==> config.mk <==
export PLATFORM = sky130hd
export DESIGN_NAME = edge_strobe_sync
export DESIGN_NICKNAME = d
export VERILOG_FILES = /design/src/rtl/edge_strobe_sync.sv
export SDC_FILE = /design/constraint.sdc
export NUM_CORES = 1
export LEC_CHECK = 0
export CORE_AREA = 2 2 52 54
export DETAILED_ROUTE_END_ITERATION = 8
export DIE_AREA = 0 0 54 56
export PLACE_DENSITY = 0.76
export SETUP_SLACK_MARGIN = 0.15
export SLEW_MARGIN = 40
export SYNTH_ARGS = -nofsm -noshare
export SYNTH_HDL_FRONTEND = slang
export SYNTH_SLANG_ARGS = --single-unit
==> constraint.sdc <==
create_clock -name clk -period 1.7 [get_ports clk]
set_input_delay 0.255 -clock clk [delete_from_list [all_inputs] [get_ports clk]]
set_output_delay 0.255 -clock clk [all_outputs]
set_load 0.1 [all_outputs]
==> src/rtl/edge_strobe_sync.sv <==
// Purpose : synchronize + debounce async level `a`, strobe on each qualified edge,
//           capture `b` into a one-entry valid/ready slice, count edges, flag overflow.
// Latency : strobe/capture visible after edge SYNC_STAGES+DEBOUNCE from first high sample.
// Backpr. : `c_ready` low with `c_valid` high drops new captures and sets sticky `ovf`.
// Option  : define EDGE_STROBE_BOTH_EDGES_EN to also qualify falling transitions.
module edge_strobe_sync #(
  parameter int SYNC_STAGES = 2,
  parameter int DEBOUNCE    = 4,
  parameter int W           = 8,
  parameter int CNT_W       = 8
) (
  input  logic             clk,
  input  logic             rst_n,
  (* CLOCK = 0 *)
  input  logic             a,
  input  logic [W-1:0]     b,
  output logic             strb,
  output logic [W-1:0]     c,
  output logic             c_valid,
  input  logic             c_ready,
  output logic [CNT_W-1:0] edge_cnt,
  output logic             ovf
);

  // Debounce counter only needs to reach DEBOUNCE-1; keep at least one bit.
  localparam int            DB_W   = (DEBOUNCE > 1) ? $clog2(DEBOUNCE) : 1;
  localparam logic [DB_W-1:0] DB_MAX = DB_W'(DEBOUNCE - 1);

  typedef enum logic {
    ST_IDLE,
    ST_COUNT
  } state_t;

  logic [SYNC_STAGES-1:0] r_sync;
  logic                   w_s;

  state_t                 r_state;
  state_t                 w_state_nxt;
  logic [DB_W-1:0]        r_db_cnt;
  logic [DB_W-1:0]        w_db_cnt_nxt;
  logic                   r_stable;
  logic                   w_stable_nxt;
  logic                   r_stable_d;

  logic                   w_edge;
  logic                   w_load;

  logic                   r_strb;
  logic [W-1:0]           r_c;
  logic                   r_c_valid;
  logic [CNT_W-1:0]       r_edge_cnt;
  logic                   r_ovf;

  // Shift `a` through the synchronizer chain; `a` is treated purely as data.
  always_ff @(posedge clk or negedge rst_n) begin
    if (!rst_n) begin
      r_sync <= '0;
    end else begin
      r_sync <= {r_sync[SYNC_STAGES-2:0], a};
    end
  end

  assign w_s = r_sync[SYNC_STAGES-1];

  // Debounce FSM state, counter and stable level registers.
  always_ff @(posedge clk or negedge rst_n) begin
    if (!rst_n) begin
      r_state    <= ST_IDLE;
      r_db_cnt   <= '0;
      r_stable   <= 1'b0;
      r_stable_d <= 1'b0;
    end else begin
      r_state    <= w_state_nxt;
      r_db_cnt   <= w_db_cnt_nxt;
      r_stable   <= w_stable_nxt;
      r_stable_d <= r_stable;
    end
  end

  // Next-state: count consecutive samples that differ from the stable level,
  // adopt the new level once DEBOUNCE of them have been seen in a row.
  always_comb begin
    w_state_nxt  = r_state;
    w_db_cnt_nxt = r_db_cnt;
    w_stable_nxt = r_stable;
    case (r_state)
      ST_COUNT: begin
        if (w_s == r_stable) begin
          // Glitch ended before qualifying: forget it.
          w_state_nxt  = ST_IDLE;
          w_db_cnt_nxt = '0;
        end else if (r_db_cnt == DB_MAX) begin
          w_stable_nxt = w_s;
          w_db_cnt_nxt = '0;
          w_state_nxt  = ST_IDLE;
        end else begin
          w_db_cnt_nxt = r_db_cnt + 1'b1;
        end
      end
      default: begin
        // Counter is 0 in IDLE, so the first differing sample is sample #1.
        if (w_s != r_stable) begin
          if (DB_MAX == '0) begin
            w_stable_nxt = w_s;
          end else begin
            w_state_nxt  = ST_COUNT;
            w_db_cnt_nxt = DB_W'(1);
          end
        end
      end
    endcase
  end

`ifdef EDGE_STROBE_BOTH_EDGES_EN
  assign w_edge = r_stable ^ r_stable_d;
`else
  assign w_edge = r_stable & ~r_stable_d;
`endif

  // A strobe may load the slice when it is empty or being drained this cycle.
  assign w_load = w_edge & (~r_c_valid | c_ready);

  // Strobe, edge counter, output slice and sticky overflow.
  always_ff @(posedge clk or negedge rst_n) begin
    if (!rst_n) begin
      r_strb     <= 1'b0;
      r_c        <= '0;
      r_c_valid  <= 1'b0;
      r_edge_cnt <= '0;
      r_ovf      <= 1'b0;
    end else begin
      r_strb <= w_edge;
      if (w_edge) begin
        r_edge_cnt <= r_edge_cnt + 1'b1;
      end
      if (w_load) begin
        r_c       <= b;
        r_c_valid <= 1'b1;
      end else if (w_edge) begin
        // Slice full and not draining: keep the old word, drop `b`.
        r_ovf <= 1'b1;
      end else if (r_c_valid && c_ready) begin
        r_c_valid <= 1'b0;
      end
    end
  end

  assign strb     = r_strb;
  assign c        = r_c;
  assign c_valid  = r_c_valid;
  assign edge_cnt = r_edge_cnt;
  assign ovf      = r_ovf;

endmodule

==> impl_results.rst <==
.. list-table::
   :header-rows: 1

   * - Metric
     - Value
   * - Minimum clock period
     - about 1.4 ns
   * - Leading area contributor after synthesis
     - sky130_fd_sc_hd__dfrtp_1
   * - Synthesized Nets
     - a little over 80
   * - Worst hold slack
     - roughly 0.28 ns
   * - Compound-Gate Fraction of Synth Area
     - between 3 and 4%
   * - Clock tree from TritonCTS
     - yes
   * - Number of buffers on the longest clock path
     - 2
   * - Post-DR wirelength/cell
     - about 12 µm
   * - Starting density of the core
     - 43.6%
   * - Post-CTS Repair Setup Buffers
     - 0
   * - Worst slew margin relative to its limit
     - 79.3%
   * - Post-DP Area
     - approximately 1600 µm²
   * - CP Max Fanout
     - 8
   * - Synth cell types
     - 20
   * - Maximum Capacitance Violations
     - 0
   * - Last weighted congestion value of the routability-driven placer
     - between 0.7 and 0.8
   * - Element type at the critical path start
     - flop
   * - Horiz. Die Dim
     - 54 µm
   * - Measured slew at the worst slew-check pin
     - ~0.31 ns
   * - Number of fillers in the final layout
     - 160
   * - 1st-iter DRT viols
     - 11
   * - Largest family of logic cells by synthesized area
     - multiplexers
   * - Post-synthesis instance total
     - 69
   * - Setup WS pre-CTS
     - -0.0104 ns
   * - Remaining number of nets flagged by the antenna check after routing
     - 0
   * - Number of antenna violations at the first check in global routing
     - 0
   * - Number of buffers inserted by hold repair at cts
     - 0
   * - # H-tree levels
     - 1
   * - Std cell rows
     - 18
   * - Max frequency
     - around 700 MHz
   * - Diode count
     - 0
   * - Number of max-slew violations in the final report
     - 0
   * - Share of synthesized cell area in and, or, nand and nor gates
     - roughly a tenth
   * - Post-synthesis instance area
     - around 1100 µm²
   * - Top-level port count
     - 31
   * - Final WS setup
     - between 0.2 and 0.3 ns
   * - Setup violation total in the final timing report
     - 0
   * - Placeable Area
     - around 2400 µm²
   * - Crit path required time
     - between 1.5 and 2 ns
   * - Top cells by area, synth
     - sky130_fd_sc_hd__dfrtp_1, sky130_fd_sc_hd__mux2_4, sky130_fd_sc_hd__xnor2_1, sky130_fd_sc_hd__nor2b_4, sky130_fd_sc_hd__ha_1
   * - Area taken by flip-flops and latches
     - ~660 µm²
   * - Clock-pin slew reported for the worst setup and hold paths after clock tree synthesis
     - ~0.14 ns
   * - Post-cts sizing count
     - 0
   * - Type of the worst setup path
     - flop to flop
   * - Worst hold-check path type
     - input port to asynchronous set/reset pin
   * - Via count of the first global-routing pass
     - approximately 660
   * - Largest net degree at the start of global routing
     - 27
   * - Fraction of the mapped netlist area in adder cells
     - under 10%
   * - Detailed-route via count
     - roughly 650
   * - Root Buffer
     - sky130_fd_sc_hd__clkbuf_4
   * - Post-route clock skew
     - 0.0130 ns
   * - CTS sink count
     - 26
   * - Data arrival time of the critical path
     - about 1.6 ns
   * - Yosys warning total
     - 0
   * - Overall Global Routing Usage
     - 12.9%
   * - Number of hold violations in the final report
     - 0
   * - Result of the run
     - finished, final reports clean
   * - Design area
     - roughly 1700 µm²
   * - Multiplexer share of the synthesized area
     - roughly 13%
   * - Post-synth top area share
     - ~61%
   * - Worst Setup End Kind
     - flop
   * - Layout cells sized above 1
     - approximately half
   * - Post-Route WL
     - between 1500 and 2000 µm
   * - Non-filler instance count after layout
     - approximately 140
   * - Post-Synthesis Mean Instance Area
     - 15.4 µm²
   * - Layout-stage area growth over the synthesis result
     - 57.6%
   * - DP Cell Count
     - about 130
   * - DRC errors left
     - 0
   * - RSZ-0062 raised after global routing
     - false
   * - First-pass iteration count of the detailed router
     - 2
   * - Detailed-route vias per instance
     - roughly 4.8
   * - First-pass GRT wire length
     - between 2000 and 3000 µm
   * - Die Ht
     - 56 µm
   * - Number of nets in the finished design
     - 121
   * - Area share of xor/xnor cells in the synthesized design
     - around 6.6%
   * - Die area
     - about 3000 µm²
   * - Period utilisation layout
     - 84.1%
   * - Multi-input combinational cell area
     - between 300 and 400 µm²
   * - GR Overflow Total
     - 0
   * - Clock latency of the later-clocked register in the worst-skew pair
     - 0.32 ns
   * - Number of clock buffers inserted by TritonCTS
     - 3
   * - Port Buf Inserts
     - 30
   * - Share of synthesized area occupied by flip-flops and latches
     - approximately three fifths
   * - Flip-flop and latch count after synthesis
     - 26
-- cell families after synthesis --
family	count (synthesis)
adders and majority gates	2
xor gates and xnor gates	8
muxes	10
buffers and inverters	3
AOI/OAI and AO/OA	5
and+or+nand+nor	15
DFF	26
-- cell usage in the layout (no fill, tap or decap), drive strengths merged --
| cell type | instances |
|---|---|
| a21o | 1 |
| bufinv | 1 |
| and2b | 1 |
| xor2 | 1 |
| dfrtp | 26 |
| clkbuf | 3 |
| mux2 | 10 |
| or2 | 1 |
| inv | 1 |
| buf | 24 |
| and4b | 1 |
| a21oi | 2 |
| xnor2 | 7 |
| nand2 | 5 |
| nand4 | 4 |
| o21a | 1 |
| o22ai | 1 |
| ha | 2 |
| and3 | 1 |
| nor2b | 2 |
| clkdlybuf4s50 | 11 |
-- worst paths after layout --
| check | startpoint | end | slack (ns) | cells past startpoint |
|---|---|---|---|---|
| setup / recovery | c_valid | c[2] | 0.27 | 4 |
| hold / removal | rst_n | edge_cnt[0] | 0.28 | 2 |
| setup reg to reg | c_valid | c[2] | 0.27 | 4 |
| hold reg to reg | r_sync[0] | r_sync[1] | 0.37 | 0 |
| max in group asynchronous | rst_n | edge_cnt[2] | 1.15 | 2 |
| min in group clk | r_sync[0] | r_sync[1] | 0.37 | 0 |
-- stage by stage --
stage               utilization [%]  TNS (ns)
finish                         68.7         0
global route                   68.7         0
CTS                            66.9         0
detailed placement             64.8   -0.0552
global placement               64.8         0
floorplan                         -         0
-- metal layers --
metal	up-vias	global-route usage, %	part of all wire (%)
met1	314	16.3	43
met2	25	20.9	50
met3	0	4.03	7.0
li1	310	-	-
met5	-	0	0
met4	0	3.21	0
-- registers in the layout, summed over array words and instances (netlist names) --
signal and cells:
c 8, edge_cnt 8, r_db_cnt 2, r_sync 2
c_valid 1, ovf 1, r_stable 1, r_stable_d 1
r_state 1, strb 1
-- critical path, cell delays in order, from the launching register on --
cell and delay [ns]:
sky130_fd_sc_hd__dfrtp_4 0.52, sky130_fd_sc_hd__and2b_2 0.24, sky130_fd_sc_hd__nor2b_4 0.13, sky130_fd_sc_hd__buf_12 0.14
sky130_fd_sc_hd__mux2_4 0.29
-- synthesized netlist by cell type --
cell type and instances:
sky130_fd_sc_hd__nand2_1 5, sky130_fd_sc_hd__inv_1 1, sky130_fd_sc_hd__and4b_2 1, sky130_fd_sc_hd__mux2_2 2
sky130_fd_sc_hd__o21a_1 1, sky130_fd_sc_hd__and3_1 1, sky130_fd_sc_hd__xor2_1 1, sky130_fd_sc_hd__nor2b_4 2
sky130_fd_sc_hd__dfrtp_1 26, sky130_fd_sc_hd__ha_1 2, sky130_fd_sc_hd__or2_2 1, sky130_fd_sc_hd__buf_12 1
sky130_fd_sc_hd__buf_6 1, sky130_fd_sc_hd__o22ai_1 1, sky130_fd_sc_hd__a21oi_1 2, sky130_fd_sc_hd__and2b_2 1
sky130_fd_sc_hd__xnor2_1 7, sky130_fd_sc_hd__nand4_1 4, sky130_fd_sc_hd__mux2_4 8, sky130_fd_sc_hd__a21o_2 1
-- layout make-up --
cell class | instances | share of cell area [%]
inverter | 1 | 0.225
tap | 30 | 2.25
timing repair buffer | 35 | 32.4
sequential | 26 | 39.6
multi-input combinational | 40 | 22.4
clock buffer | 3 | 1.35
clock inverter | 1 | 1.80
Power is left out: the tool's default activity adds up to more than one toggle a clock period on the data nets, which glitch-free logic cannot reach.
